`config.mk`:
```
export PLATFORM = sky130hd
export DESIGN_NAME = onion_rgb_fader
export DESIGN_NICKNAME = d
export VERILOG_FILES = /design/src/rtl/onion_rgb_fader.sv
export SDC_FILE = /design/constraint.sdc
export NUM_CORES = 1
export LEC_CHECK = 0
export BUFFER_PORTS_ARGS = -buffer_cell sky130_fd_sc_hd__buf_2
export CAP_MARGIN = 5
export CORE_ASPECT_RATIO = 1.25
export CORE_UTILIZATION = 45
export CTS_CLUSTER_SIZE = 16
export DETAILED_ROUTE_END_ITERATION = 6
export PLACE_DENSITY_LB_ADDON = 0.3
export SETUP_SLACK_MARGIN = 0.15
export SYNTH_ARGS = -nofsm -noshare
export SYNTH_HDL_FRONTEND = slang
export SYNTH_SLANG_ARGS = --single-unit
```
`constraint.sdc`:
```
create_clock -name clk -period 5.1 [get_ports clk]
set_input_delay 0.255 -clock clk [delete_from_list [all_inputs] [get_ports clk]]
set_output_delay 0.255 -clock clk [all_outputs]
set_load 0.01 [all_outputs]
```
`src/rtl/onion_rgb_fader.sv`:
```
// Linear RGB duty-cycle fader: accepts a target colour by valid/ready and ramps
// each channel one LSB per step interval toward it, pulsing done on arrival.
module onion_rgb_fader #(
  parameter int PWM_RESOLUTION_BITS = 8,
  parameter int STEP_DIV_BITS       = 24
) (
  input  logic                           clk,
  input  logic                           reset,
  input  logic [STEP_DIV_BITS-1:0]       step_div,
  input  logic                           tgt_valid,
  output logic                           tgt_ready,
  input  logic [PWM_RESOLUTION_BITS-1:0] tgt_red,
  input  logic [PWM_RESOLUTION_BITS-1:0] tgt_green,
  input  logic [PWM_RESOLUTION_BITS-1:0] tgt_blue,
  output logic [PWM_RESOLUTION_BITS-1:0] red_val,
  output logic [PWM_RESOLUTION_BITS-1:0] green_val,
  output logic [PWM_RESOLUTION_BITS-1:0] blue_val,
  output logic                           busy,
  output logic                           done
);

  localparam logic [PWM_RESOLUTION_BITS-1:0] DUTY_ONE = 1;
  localparam logic [STEP_DIV_BITS-1:0]       PRE_ONE  = 1;

  typedef enum logic {IDLE, RAMP} state_t;

  state_t                           state, state_nx;
  logic [PWM_RESOLUTION_BITS-1:0]   red_nx, green_nx, blue_nx;
  logic [PWM_RESOLUTION_BITS-1:0]   red_tgt, green_tgt, blue_tgt;
  logic [PWM_RESOLUTION_BITS-1:0]   red_tgt_nx, green_tgt_nx, blue_tgt_nx;
  logic [STEP_DIV_BITS-1:0]         div_cap, div_cap_nx;
  logic [STEP_DIV_BITS-1:0]         presc, presc_nx;
  logic                             ready_nx, busy_nx, done_nx;

  // Moving strictly toward a target in range can never leave 0..2^W-1.
  function automatic logic [PWM_RESOLUTION_BITS-1:0] step_toward(
    input logic [PWM_RESOLUTION_BITS-1:0] cur,
    input logic [PWM_RESOLUTION_BITS-1:0] tgt
  );
    if (cur < tgt)      return cur + DUTY_ONE;
    else if (cur > tgt) return cur - DUTY_ONE;
    else                return cur;
  endfunction

  always_comb begin
    state_nx     = state;
    red_nx       = red_val;
    green_nx     = green_val;
    blue_nx      = blue_val;
    red_tgt_nx   = red_tgt;
    green_tgt_nx = green_tgt;
    blue_tgt_nx  = blue_tgt;
    div_cap_nx   = div_cap;
    presc_nx     = presc;
    ready_nx     = tgt_ready;
    busy_nx      = busy;
    done_nx      = 1'b0;
    case (state)
      IDLE: begin
        ready_nx = 1'b1;
        if (tgt_valid && tgt_ready) begin
          red_tgt_nx   = tgt_red;
          green_tgt_nx = tgt_green;
          blue_tgt_nx  = tgt_blue;
          div_cap_nx   = step_div;
          presc_nx     = '0;
          ready_nx     = 1'b0;
          busy_nx      = 1'b1;
          state_nx     = RAMP;
        end
      end
      RAMP: begin
        if (presc == div_cap) begin
          presc_nx = '0;
          red_nx   = step_toward(red_val, red_tgt);
          green_nx = step_toward(green_val, green_tgt);
          blue_nx  = step_toward(blue_val, blue_tgt);
          // Completion is judged on post-step values so done lands on the final step edge.
          if (red_nx == red_tgt && green_nx == green_tgt && blue_nx == blue_tgt) begin
            state_nx = IDLE;
            busy_nx  = 1'b0;
            ready_nx = 1'b1;
            done_nx  = 1'b1;
          end
        end else begin
          presc_nx = presc + PRE_ONE;
        end
      end
      default: state_nx = IDLE;
    endcase
  end

  always_ff @(posedge clk or negedge reset) begin
    if (!reset) begin
      state     <= IDLE;
      red_val   <= '0;
      green_val <= '0;
      blue_val  <= '0;
      red_tgt   <= '0;
      green_tgt <= '0;
      blue_tgt  <= '0;
      div_cap   <= '0;
      presc     <= '0;
      tgt_ready <= 1'b0;
      busy      <= 1'b0;
      done      <= 1'b0;
    end else begin
      state     <= state_nx;
      red_val   <= red_nx;
      green_val <= green_nx;
      blue_val  <= blue_nx;
      red_tgt   <= red_tgt_nx;
      green_tgt <= green_tgt_nx;
      blue_tgt  <= blue_tgt_nx;
      div_cap   <= div_cap_nx;
      presc     <= presc_nx;
      tgt_ready <= ready_nx;
      busy      <= busy_nx;
      done      <= done_nx;
    end
  end

endmodule
```
==> impl_metrics.yaml <==
synth:
  synth_area_mm2: 0.00631
  ys_seq_area_share_pct: 39.7
  synth_area_per_cell_um2: 8.43
  syn_inst: 748
  ys_types: 61
  yosysWarningCount: 0
  synth.ff_latch_count: 100
  post-synth-top-count-cell: "nand2_1"
  synth_top_area_share_pct: 39.7
  synth_area_leaders: "dfrtp_1 40%, nand2_1 8.0%, xnor2_1 7.9%"
  synth_enable_flop_cells: 0
  synth_top_cell_by_area: "dfrtp_1"
  synthesis.nets: 830
  synth-async-reset-ratio_pct: 100
  synthTopCellsByCount: "134 x nand2_1, 100 x dfrtp_1, 81 x o21ai_0"
  synthFlopType: "dfrtp_1"
timing:
  finalMaxSlewViolations: 0
  finalSetupViolations: 0
  skew_ns: 0.00838
  max_freq_mhz: 304
  tns_ns: 0
  finalHoldViolCount: 0
  grt_setup_unrepaired: "no"
  post-route-min-period_ns: 3.29
  fin_crit_sh_pct: 64.5
  tightest_slew_ns: 1.02
  relSlewSlack_pct: 32.1
clock_network:
  cts_root_buffer: "clkbuf_16"
  cts_buffer_depth: 2
  cts_tree: "built"
  clkSinkCount: 100
  cts_max_level: 3
  post_cts_buffers: 0
  cts.repair.resized: 0
  numCtsBuffers: 9
  clock_latency_ns: 0.36
  clkTransAtPathRegs_ns: 0.07
floorplanning:
  die-area_mm2: 0.0145
  rows: 48
  core_mm2: 0.0138
  initial_core_util_pct: 45.9
  io_pins: 78
  die_y_um: 134
  die_x_um: 108
drt:
  wl_met1_um: 6870
  drc: 0
  dr_wl_met2_um: 7880
  wl_per_cell_um: 15.9
  routed_wl_um: 15800
  vias: 5521
  viasPerCell: 5.55
  top_layer: "met4"
  wl_met3_um: 599
  drtPass1Iterations: 5
  drt-initial-drc-count: 318
  ant_nets: 0
critical_path:
  cp_max_fo: 15
  r2r_start: "red_val[4]$_DFFE_PN0P_"
  cp_data_required_time_ns: 5.33
  path_cells: "ha_1, nand4_1, or2_1, nand3_2, or3_1, a2bb2oi_1, a221o_1, or4_1, and4b_2, o21ai_0"
  setup.worst_path.end_class: "flip-flop"
  critPathKind: "flip-flop to flip-flop"
  reg2reg_depth: 10
  worst_setup_path_start_kind: "flip-flop"
  slowest_stage: "dfrtp_1"
  slowest_delay_ns: 0.62
  endpoint: "busy$_DFFE_PN0P_"
  crit_start: "red_val[4]$_DFFE_PN0P_"
  r2r_slack_ns: 1.81
  cp.arrival_ns: 3.52
  reg2reg_to: "busy$_DFFE_PN0P_"
power:
  p_leak_uw: 0.00345
  power_density_mw_per_mm2: 309
  ir_worst_vdd_v: 0.000180
layout:
  postLayoutCellArea_mm2: 0.00715
  drive_above_1_share_pct: 13.5
  n_antenna_cell: 0
  area_growth_pct: 13.4
  nFillCells: 1335
  nets: 897
run_status:
  status: "completed"
placement:
  dp_hpwl_um: 11500
  port_buffers: 77
  gp_congestion: 0.892
  dpl_cell_area_mm2: 0.00685
global_routing:
  track_usage_pct: 23.1
  grt_pass1_vias: 5222
  grt_max_degree: 58
  grt-ovfl-total: 0
  antenna_found_initial: 0
  grt_pass1_wl_um: 25800
min_path:
  hold_class: "input pin to flip-flop"
  min_path_cells: 3
flow_run:
  maxCapViolations: 0
## state kept, by name, indices dropped and copies added (netlist names), 8 cells and up
register / flops
div_cap: 24
presc: 24
blue_tgt: 8
blue_val: 8
green_tgt: 8
green_val: 8
red_tgt: 8
red_val: 8
## cells in the final DEF, fill, tap and decap left out, types with 4 or more instances in the layout
master / netlist / layout
o21a_1: 4 / 4
nand4_1: 17 / 17
buf_4: 1 / 6
o31ai_1: 4 / 4
xor2_1: 26 / 26
clkbuf_16: 0 / 9
a21oi_1: 24 / 24
a31oi_1: 7 / 7
inv_1: 38 / 38
ha_1: 31 / 31
nand2_1: 134 / 134
and2_1: 4 / 4
nor4_1: 8 / 8
nand3_1: 28 / 28
nor3_1: 15 / 15
or2_2: 4 / 4
buf_2: 0 / 76
nand2b_1: 8 / 8
or3_1: 7 / 7
and3_1: 22 / 22
xnor2_1: 57 / 57
nor2_1: 43 / 43
o21ai_0: 81 / 81
o22ai_1: 8 / 8
dfrtp_1: 100 / 100
## critical path, delay by kind of cell, from the launching register on
family                     cells  cell delay, ns
AOI/OAI and AO/OA              3            0.55
and+or+nand+nor                6            1.68
DFF                            1            0.62
adders and majority gates      1            0.31
## report_power, final
part           internal (uW)  leakage [uW]  total, uW  switching (uW)
combinational            230       0.00203        475             245
clock                    384      0.000141        692             308
sequential               916       0.00128       1040             129
total                   1530       0.00345       2210             682
## layout make-up
type	count	area, um2	share of cell area (%)
clock buffers	11	233	3.26
clock inverters	5	60.1	0.840
inverters	39	146	2.05
multi-input cells	582	3550	49.7
flip-flops and latches	100	2500	35.0
well taps	175	219	3.06
repair buffers	83	435	6.09
## worst min path at each step
| stage | startpoint | end | slack, ns |
|---|---|---|---|
| finish | step_div[1] | div_cap[1]$_DFFE_PN0P_ | 0.08 |
| global route | step_div[1] | div_cap[1]$_DFFE_PN0P_ | 0.08 |
| floorplan | reset | blue_tgt[0]$_DFFE_PN0P_ | -0.04 |
| detailed placement | reset | red_val[2]$_DFFE_PN0P_ | 0.35 |
| global placement | reset | red_val[2]$_DFFE_PN0P_ | 0.35 |
| CTS | step_div[1] | div_cap[1]$_DFFE_PN0P_ | 0.07 |
## layer usage
layer	vias up	GRT usage, %
met5	-	0
met4	0	10.1
met3	35	3.01
met2	138	39.6
met1	2618	28.7
li1	2730	-
## what timing repair did
item,4_1_cts,5_1_grt
endpoints found under the setup margin,0,0
endpoints found under the hold margin,53,0
hold buffers,1,0
## stage by stage
stage	std cells	worst slack (ns)	util, %	power (uW)	hold WS [ns]
2_1_floorplan	748	2.12	-	1380	-0.0406
3_3_place_gp	978	1.89	49.8	1520	0.345
3_5_place_dp	978	1.83	49.8	1530	0.351
4_1_cts	995	1.81	52.0	2240	0.0739
5_1_grt	995	1.62	52.0	2340	0.0807
6_report	995	1.81	52.0	2210	0.0816
## logic make-up (layout without fill, tap and decap cells)
| kind of cell | count (synthesis) | count (layout) | synth area share (%) |
|---|---|---|---|
| simple gates | 306 | 306 | 23.0 |
| xor+xnor | 83 | 83 | 11.5 |
| flops | 100 | 100 | 39.7 |
| compound gates | 161 | 161 | 15.5 |
| mux | 1 | 1 | 0.159 |
| fa+ha+maj | 31 | 31 | 6.15 |
| buf+inv | 66 | 138 | 3.99 |
(Power assumes the default switching activity.)
